[config.mk]
export PLATFORM = sky130hd
export DESIGN_NAME = assembly_sequencer
export DESIGN_NICKNAME = d
export VERILOG_FILES = /design/src/rtl/assembly_sequencer_pkg.sv /design/src/rtl/assembly_sequencer_char_streamer.sv /design/src/rtl/assembly_sequencer.sv
export SDC_FILE = /design/constraint.sdc
export NUM_CORES = 1
export LEC_CHECK = 0
export BUFFER_PORTS_ARGS = -buffer_cell sky130_fd_sc_hd__buf_2
export CAP_MARGIN = 20
export CORE_MARGIN = 2
export CORE_UTILIZATION = 47
export DETAILED_ROUTE_END_ITERATION = 12
export GPL_TIMING_DRIVEN = 0
export PLACE_DENSITY = 0.84
export SETUP_SLACK_MARGIN = 0.05
export SYNTH_ARGS = -nofsm -noshare
export SYNTH_HDL_FRONTEND = slang
export SYNTH_SLANG_ARGS = --single-unit
[constraint.sdc]
create_clock -name clk_in -period 2.8 [get_ports clk_in]
set_input_delay 0.56 -clock clk_in [delete_from_list [all_inputs] [get_ports clk_in]]
set_output_delay 0.56 -clock clk_in [all_outputs]
set_load 0.02 [all_outputs]
[src/rtl/assembly_sequencer_pkg.sv]
// rtl/assembly_sequencer_pkg.sv - shared encodings for the two-pass assembly sequencer
package assembly_sequencer_pkg;

    typedef enum logic [1:0] {
        ASM_IDLE            = 2'd0,
        PC_MAPPING          = 2'd1,
        INSTRUCTION_MAPPING = 2'd2
    } assembler_state_t;

    typedef enum logic [1:0] {
        SEQ_OK   = 2'd0,
        SEQ_ASM  = 2'd1,
        SEQ_LONG = 2'd2,
        SEQ_OVF  = 2'd3
    } seq_error_t;

    localparam logic [1:0] PH_IDLE  = 2'd0;
    localparam logic [1:0] PH_FETCH = 2'd1;
    localparam logic [1:0] PH_ISSUE = 2'd2;
    localparam logic [1:0] PH_GAP   = 2'd3;

    localparam logic [7:0] CH_LF = 8'h0A;
    localparam logic [7:0] CH_CR = 8'h0D;

    // Pass states are laid out FETCH, ISSUE, GAP so a streamer phase maps by offset.
    function automatic logic [3:0] stream_state(input logic [3:0] fetch_state, input logic [1:0] phase);
        return fetch_state + {2'b00, phase} - 4'd1;
    endfunction

endpackage

[src/rtl/assembly_sequencer_char_streamer.sv]
// rtl/assembly_sequencer_char_streamer.sv - fetch/issue/gap character pacing with line and column counters
module assembly_sequencer_char_streamer
    import assembly_sequencer_pkg::*;
#(
    parameter int CHAR_PER_LINE   = 64,
    parameter int NUMBER_LINES    = 256,
    parameter int TEXT_DEPTH      = 4096,
    parameter int TEXT_RD_LATENCY = 2,
    parameter int CHAR_GAP        = 2,
    localparam int TW = $clog2(TEXT_DEPTH),
    localparam int LW = $clog2(NUMBER_LINES),
    localparam int CW = $clog2(CHAR_PER_LINE)
) (
    input  logic          clk_in,
    input  logic          rst_in,
    input  logic          start,
    input  logic          abort,
    input  logic [TW:0]   text_len,
    output logic [TW-1:0] text_addr,
    input  logic [7:0]    text_data,
    output logic          new_line,
    output logic          new_character,
    output logic [7:0]    incoming_character,
    output logic [LW-1:0] line_count,
    output logic [CW-1:0] char_count,
    output logic [1:0]    phase_next,
    output logic          pass_done,
    output logic          too_long
);

    logic [1:0]    phase_q;
    logic [7:0]    cnt;
    logic [TW-1:0] ptr;
    logic [7:0]    chr_q;
    logic [TW:0]   ptr_inc;
    logic          issuing, data_ordinary, held_ordinary;
    logic          fetch_done, gap_done, last;

    assign ptr_inc       = {1'b0, ptr} + (TW+1)'(1);
    assign last          = (ptr_inc == text_len);
    assign fetch_done    = (cnt == 8'(TEXT_RD_LATENCY - 1));
    assign gap_done      = (cnt == 8'(CHAR_GAP - 1));
    assign issuing       = (phase_q == PH_ISSUE);
    assign data_ordinary = (text_data != CH_LF) && (text_data != CH_CR);
    assign held_ordinary = (chr_q != CH_LF) && (chr_q != CH_CR);

    assign too_long           = issuing && data_ordinary && (char_count == CW'(CHAR_PER_LINE - 1));
    assign new_character      = issuing && data_ordinary && !too_long;
    assign new_line           = issuing && (text_data == CH_LF);
    assign incoming_character = issuing ? text_data : chr_q;
    assign pass_done          = (phase_q == PH_GAP) && gap_done && last;
    assign text_addr          = ptr;

    always_comb begin
        phase_next = phase_q;
        if (abort) begin
            phase_next = PH_IDLE;
        end else if (start) begin
            phase_next = PH_FETCH;
        end else begin
            case (phase_q)
                PH_FETCH: if (fetch_done) phase_next = PH_ISSUE;
                PH_ISSUE: phase_next = PH_GAP;
                PH_GAP:   if (gap_done) phase_next = last ? PH_IDLE : PH_FETCH;
                default:  phase_next = PH_IDLE;
            endcase
        end
    end

    always_ff @(posedge clk_in) begin
        if (!rst_in) begin
            phase_q    <= PH_IDLE;
            cnt        <= '0;
            ptr        <= '0;
            chr_q      <= '0;
            line_count <= '0;
            char_count <= '0;
        end else begin
            phase_q <= phase_next;
            if (abort) begin
                cnt <= '0;
            end else if (start) begin
                cnt        <= '0;
                ptr        <= '0;
                line_count <= '0;
                char_count <= '0;
            end else begin
                case (phase_q)
                    PH_FETCH: cnt <= fetch_done ? 8'd0 : cnt + 8'd1;
                    PH_ISSUE: begin
                        chr_q <= text_data;
                        if (text_data == CH_LF) begin
                            line_count <= line_count + LW'(1);
                            char_count <= '0;
                        end
                    end
                    PH_GAP: begin
                        cnt <= gap_done ? 8'd0 : cnt + 8'd1;
                        if (gap_done) begin
                            if (held_ordinary) char_count <= char_count + CW'(1);
                            if (!last) ptr <= ptr + TW'(1);
                        end
                    end
                    default: cnt <= '0;
                endcase
            end
        end
    end

endmodule

[src/rtl/assembly_sequencer.sv]
// rtl/assembly_sequencer.sv - two-pass assembler sequencer into imem; ASM_SEQ_CHECKSUM_EN adds a write checksum
module assembly_sequencer
    import assembly_sequencer_pkg::*;
#(
    parameter int CHAR_PER_LINE   = 64,
    parameter int NUMBER_LINES    = 256,
    parameter int TEXT_DEPTH      = 4096,
    parameter int TEXT_RD_LATENCY = 2,
    parameter int CHAR_GAP        = 2,
    localparam int TW = $clog2(TEXT_DEPTH),
    localparam int LW = $clog2(NUMBER_LINES),
    localparam int CW = $clog2(CHAR_PER_LINE)
) (
    input  logic          clk_in,
    input  logic          rst_in,
    input  logic          start,
    input  logic [TW:0]   text_len,
    output logic [TW-1:0] text_addr,
    input  logic [7:0]    text_data,
    output logic          new_line,
    output logic          new_character,
    output logic [7:0]    incoming_character,
    output logic [LW-1:0] line_count,
    output logic [CW-1:0] char_count,
    output logic [1:0]    assembler_state,
    input  logic [31:0]   asm_instruction,
    input  logic          asm_new_instruction,
    input  logic          asm_error,
    output logic          imem_we,
    output logic [LW-1:0] imem_addr,
    output logic [31:0]   imem_wdata,
    output logic          busy,
    output logic          done,
    output logic [1:0]    error_code,
    output logic [LW-1:0] error_line,
    output logic [LW:0]   inst_count
`ifdef ASM_SEQ_CHECKSUM_EN
    ,
    output logic [31:0]   checksum
`endif
);

    localparam logic [3:0] IDLE     = 4'd0;
    localparam logic [3:0] P1_FETCH = 4'd1;
    localparam logic [3:0] P1_ISSUE = 4'd2;
    localparam logic [3:0] P1_GAP   = 4'd3;
    localparam logic [3:0] P1_FLUSH = 4'd4;
    localparam logic [3:0] SWITCH   = 4'd5;
    localparam logic [3:0] P2_FETCH = 4'd6;
    localparam logic [3:0] P2_ISSUE = 4'd7;
    localparam logic [3:0] P2_GAP   = 4'd8;
    localparam logic [3:0] P2_FLUSH = 4'd9;
    localparam logic [3:0] DRAIN    = 4'd10;
    localparam logic [3:0] DONE     = 4'd11;
    localparam logic [3:0] ERROR    = 4'd12;

    logic [3:0] state, state_next;
    logic [1:0] drain_cnt;
    logic       in_p1, in_p2, err_window, cap_window;
    logic       asm_err, ovf_err, long_err, go_error, capture;
    logic       stream_start, s_new_line, s_pass_done, s_too_long;
    logic [1:0] s_phase_next;

    assign in_p1      = (state >= P1_FETCH) && (state <= P1_FLUSH);
    assign in_p2      = (state >= P2_FETCH) && (state <= P2_FLUSH);
    assign cap_window = in_p2 || (state == DRAIN);
    assign err_window = in_p1 || cap_window;

    assign asm_err  = err_window && asm_error;
    assign ovf_err  = cap_window && asm_new_instruction && !asm_err && (inst_count == (LW+1)'(NUMBER_LINES));
    assign long_err = s_too_long && !asm_err;
    assign go_error = asm_err || ovf_err || long_err;
    assign capture  = cap_window && asm_new_instruction && !go_error;

    assign stream_start = ((state == IDLE) && start && (text_len != '0)) || (state == SWITCH);

    assign new_line = s_new_line || (state == P1_FLUSH) || (state == P2_FLUSH);
    assign busy     = (state != IDLE);
    assign done     = (state == DONE) || (state == ERROR);

    always_comb begin
        assembler_state = ASM_IDLE;
        if (in_p1)      assembler_state = PC_MAPPING;
        if (cap_window) assembler_state = INSTRUCTION_MAPPING;
    end

    assembly_sequencer_char_streamer #(
        .CHAR_PER_LINE   (CHAR_PER_LINE),
        .NUMBER_LINES    (NUMBER_LINES),
        .TEXT_DEPTH      (TEXT_DEPTH),
        .TEXT_RD_LATENCY (TEXT_RD_LATENCY),
        .CHAR_GAP        (CHAR_GAP)
    ) u_streamer (
        .clk_in             (clk_in),
        .rst_in             (rst_in),
        .start              (stream_start),
        .abort              (go_error),
        .text_len           (text_len),
        .text_addr          (text_addr),
        .text_data          (text_data),
        .new_line           (s_new_line),
        .new_character      (new_character),
        .incoming_character (incoming_character),
        .line_count         (line_count),
        .char_count         (char_count),
        .phase_next         (s_phase_next),
        .pass_done          (s_pass_done),
        .too_long           (s_too_long)
    );

    always_comb begin
        state_next = state;
        case (state)
            IDLE:     if (start) state_next = (text_len == '0) ? DONE : P1_FETCH;
            P1_FETCH, P1_ISSUE, P1_GAP:
                      state_next = s_pass_done ? P1_FLUSH : stream_state(P1_FETCH, s_phase_next);
            P1_FLUSH: state_next = SWITCH;
            SWITCH:   state_next = P2_FETCH;
            P2_FETCH, P2_ISSUE, P2_GAP:
                      state_next = s_pass_done ? P2_FLUSH : stream_state(P2_FETCH, s_phase_next);
            P2_FLUSH: state_next = DRAIN;
            DRAIN:    if (drain_cnt == 2'd3) state_next = DONE;
            default:  state_next = IDLE;
        endcase
        if (go_error) state_next = ERROR;
    end

    always_ff @(posedge clk_in) begin
        if (!rst_in) begin
            state      <= IDLE;
            drain_cnt  <= '0;
            imem_we    <= 1'b0;
            imem_addr  <= '0;
            imem_wdata <= '0;
            error_code <= SEQ_OK;
            error_line <= '0;
            inst_count <= '0;
`ifdef ASM_SEQ_CHECKSUM_EN
            checksum   <= '0;
`endif
        end else begin
            state     <= state_next;
            imem_we   <= 1'b0;
            drain_cnt <= (state == DRAIN) ? drain_cnt + 2'd1 : 2'd0;
            if ((state == IDLE) && start) begin
                error_code <= SEQ_OK;
                error_line <= '0;
                inst_count <= '0;
`ifdef ASM_SEQ_CHECKSUM_EN
                checksum   <= '0;
`endif
            end
            if (go_error) begin
                error_line <= line_count;
                if (asm_err)      error_code <= SEQ_ASM;
                else if (ovf_err) error_code <= SEQ_OVF;
                else              error_code <= SEQ_LONG;
            end else if (capture) begin
                imem_we    <= 1'b1;
                imem_addr  <= inst_count[LW-1:0];
                imem_wdata <= asm_instruction;
                inst_count <= inst_count + (LW+1)'(1);
`ifdef ASM_SEQ_CHECKSUM_EN
                // Folded at capture time so the final word is included by the done pulse.
                checksum   <= {checksum[30:0], checksum[31]} ^ asm_instruction;
`endif
            end
        end
    end

endmodule
==> results.sh <==
export IMPL_status="complete, but fails checks"
export IMPL_violations="setup timing"
export IMPL_layout_nets=969
export IMPL_die_h_um=113
export IMPL_grt_pass1_wl_mm=24.3
export IMPL_synth_edff_count=0
export IMPL_slew_viol_final=0
export IMPL_antenna_cells=0
export IMPL_cts_htree_levels=3
export IMPL_cts_tree="built"
export IMPL_yosysSeqAreaShare=0.398
export IMPL_cp_arrival_ns=3.11
export IMPL_use_met2=0.394
export IMPL_most_common_layout_cells="167 x buf_2, 152 x nand2_1, 105 x dfxtp_1"
export IMPL_syn_inst=712
export IMPL_max_clock_freq_mhz=356
export IMPL_ioPinCount=158
export IMPL_cellLeakagePower_nw=3.12
export IMPL_min_path_type="in -> reg"
export IMPL_peakVddDrop_uv=606
export IMPL_syn_to_final_growth_pct=29.6
export IMPL_vias_per_cell=5.57
export IMPL_dr_total_vias=5847
export IMPL_grt_overflow=0
export IMPL_clkSinkCount=110
export IMPL_ys_types=72
export IMPL_hold_viol_final=0
export IMPL_pwr_share_clk=0.257
export IMPL_rsz0062_at_grt="yes"
export IMPL_fp_dieW_um=113
export IMPL_routed_wirelength_mm=15.5
export IMPL_final_common_cell="buf_2"
export IMPL_whs_ns=0.428
export IMPL_critPathKind="reg -> reg"
export IMPL_first_pass_iters=7
export IMPL_num_rows=39
export IMPL_grt_use_met3=0.0545
export IMPL_relSlewSlack=0.625
export IMPL_fp_coreArea_sq_um=11500
export IMPL_clk_pin_slew_ns=0.08
export IMPL_cp_max_fo=7
export IMPL_wl_per_cell_um=14.7
export IMPL_p_int_mw=2.99
export IMPL_p_switching_mw=1.92
export IMPL_finalCritPeriodShare=1.00
export IMPL_dp_hpwl_mm=10.9
export IMPL_grt_use_met1=0.289
export IMPL_grt_pass1_vias=5195
export IMPL_grt_max_degree=21
export IMPL_syn_num_nets=779
export IMPL_setup_slack_ns=-0.00519
export IMPL_syn_area_sq_um=5540
export IMPL_crit_required_ns=3.11
export IMPL_power_frac_seq=0.357
export IMPL_ys_warn_count=0
export IMPL_die_area_sq_um=12700
export IMPL_portBuffers=156
export IMPL_setup_viol=1
export IMPL_pwr_density_cell_nw_per_um2=685
export IMPL_clockBufferDepth=2
export IMPL_antenna_found_initial=0
export IMPL_drive_gt1_frac=0.298
export IMPL_gp_congestion=0.896
export IMPL_post_route_util=0.626
export IMPL_drc=0
export IMPL_top_usage_layer="met2"
export IMPL_swShare=0.392
export IMPL_drt_iter0_drc=494
export IMPL_cts_root_buf="clkbuf_16"
export IMPL_max_slew_worst_pin_slew_ns=0.562
export IMPL_clkLatencyLatePin_ns=0.36
export IMPL_cap_violations=0
export IMPL_ys_ff_latch=110
export IMPL_min_period_ns=2.81
export IMPL_async_reset_ff_frac=0
export IMPL_ys_flop_type="dfxtp_1"
export IMPL_cts_made_buffers=9
export IMPL_skew_ns=0.00866
export IMPL_grt_usage=0.231
export IMPL_endpoint_kind="register"
export IMPL_start_kind="register"
export IMPL_antenna_left=0
export IMPL_start_util=0.483
export IMPL_syn_avg_cell_area_sq_um=7.78
export IMPL_combPwrFrac=0.386
per-stage QoR:
step | setup slack [ns] | power (mW) | TNS, ns | instance area [sq um] | instances
after detailed placement | -0.490 | 3.42 | -12.22 | 6510 | 1011
after global placement | -0.431 | 3.39 | -9.81 | 6510 | 1011
final | -0.00519 | 4.91 | -0.00519 | 7170 | 1050
after global routing | -0.0985 | 5.16 | -0.128 | 7170 | 1050
after floorplan | 0.0501 | 2.94 | 0 | 5550 | 712
after CTS | 0.0174 | 4.74 | 0 | 6920 | 1035
synthesized netlist by cell type (6+ instances only):
| cell type | instances | area (sq um) |
|---|---|---|
| nand4_1 | 13 | 81.3 |
| o31ai_1 | 7 | 52.6 |
| xnor2_1 | 12 | 105 |
| nor3_1 | 10 | 50.1 |
| and3_1 | 12 | 75.1 |
| o21ai_1 | 6 | 30.0 |
| ha_1 | 9 | 113 |
| xor2_1 | 16 | 140 |
| nor3b_1 | 7 | 52.6 |
| or3_1 | 7 | 43.8 |
| inv_1 | 9 | 33.8 |
| dfxtp_1 | 110 | 2200 |
| buf_2 | 14 | 70.1 |
| o21ai_0 | 25 | 125 |
| a21oi_1 | 77 | 385 |
| nand2_1 | 153 | 574 |
| clkbuf_1 | 18 | 67.6 |
| nor4_1 | 7 | 43.8 |
| nand3_1 | 29 | 145 |
| mux2i_1 | 10 | 100 |
| nor2_1 | 71 | 267 |
| a31oi_1 | 6 | 37.5 |
flip-flops by register name, indices dropped and copies added, names as in the netlist:
register               cells
drain_cnt                  2
error_code                 2
error_line                 8
imem_addr                  8
imem_wdata                32
imem_we                    1
inst_count                 9
state                      4
u_streamer.char_count      6
u_streamer.chr_q           8
u_streamer.cnt             8
u_streamer.line_count      8
u_streamer.phase_q         2
u_streamer.text_addr      12
cell families after synthesis:
group | synth area share
mux | 0.0221
flops | 0.398
xor+xnor | 0.0472
fa+ha+maj | 0.0203
buf+inv | 0.0445
simple gates | 0.293
compound gates | 0.175
power by group through the flow:
stage	combinational, mW	sequential [mW]	clock [mW]
2_1_floorplan	1.07	1.86	0
3_3_place_gp	1.61	1.78	0
3_5_place_dp	1.63	1.79	0
4_1_cts	1.70	1.75	1.28
5_1_grt	2.05	1.77	1.34
6_report	1.90	1.75	1.26
path summary, 6_finish.rpt:
kind	to	from	slack [ns]	cells after the start
max	state[2]	inst_count[2]	-0.005	11
min	imem_wdata[18]	asm_instruction[18]	0.43	3
max reg2reg	state[2]	inst_count[2]	-0.005	11
min reg2reg	drain_cnt[0]	drain_cnt[0]	0.44	1
worst max-delay path, stage by stage (launching register included):
cell and delay (ns):
dfxtp_4 0.36, or4_4 0.54, nor4_4 0.30, a32oi_4 0.19
and2_4 0.20, buf_6 0.13, o21ai_2 0.06, a41oi_2 0.07
ha_4 0.21, or3_4 0.39, a21oi_4 0.15, o41a_1 0.14
layer usage:
layer | share of wire | wire length (um)
met1 | 0.42 | 6550
met2 | 0.49 | 7520
met3 | 0.068 | 1050
met4 | 0.022 | 347
met5 | 0 | 0
cell type report:
class,count,area [sq um]
fillers,977,4290
multi-input cells,549,3260
flip-flops and latches,110,2220
repair buffers,179,953
plain buffers,43,238
clock buffers,10,229
well taps,143,179
clock inverters,6,63.8
inverters,10,37.5
what timing repair did:
item,in CTS,in global routing
setup buffers,8,15
pin swaps,8,12
hold buffers,0,0
endpoints found under the setup margin,13,60
resized for setup,12,41
Note: power is estimated with default switching activity, not from simulation.
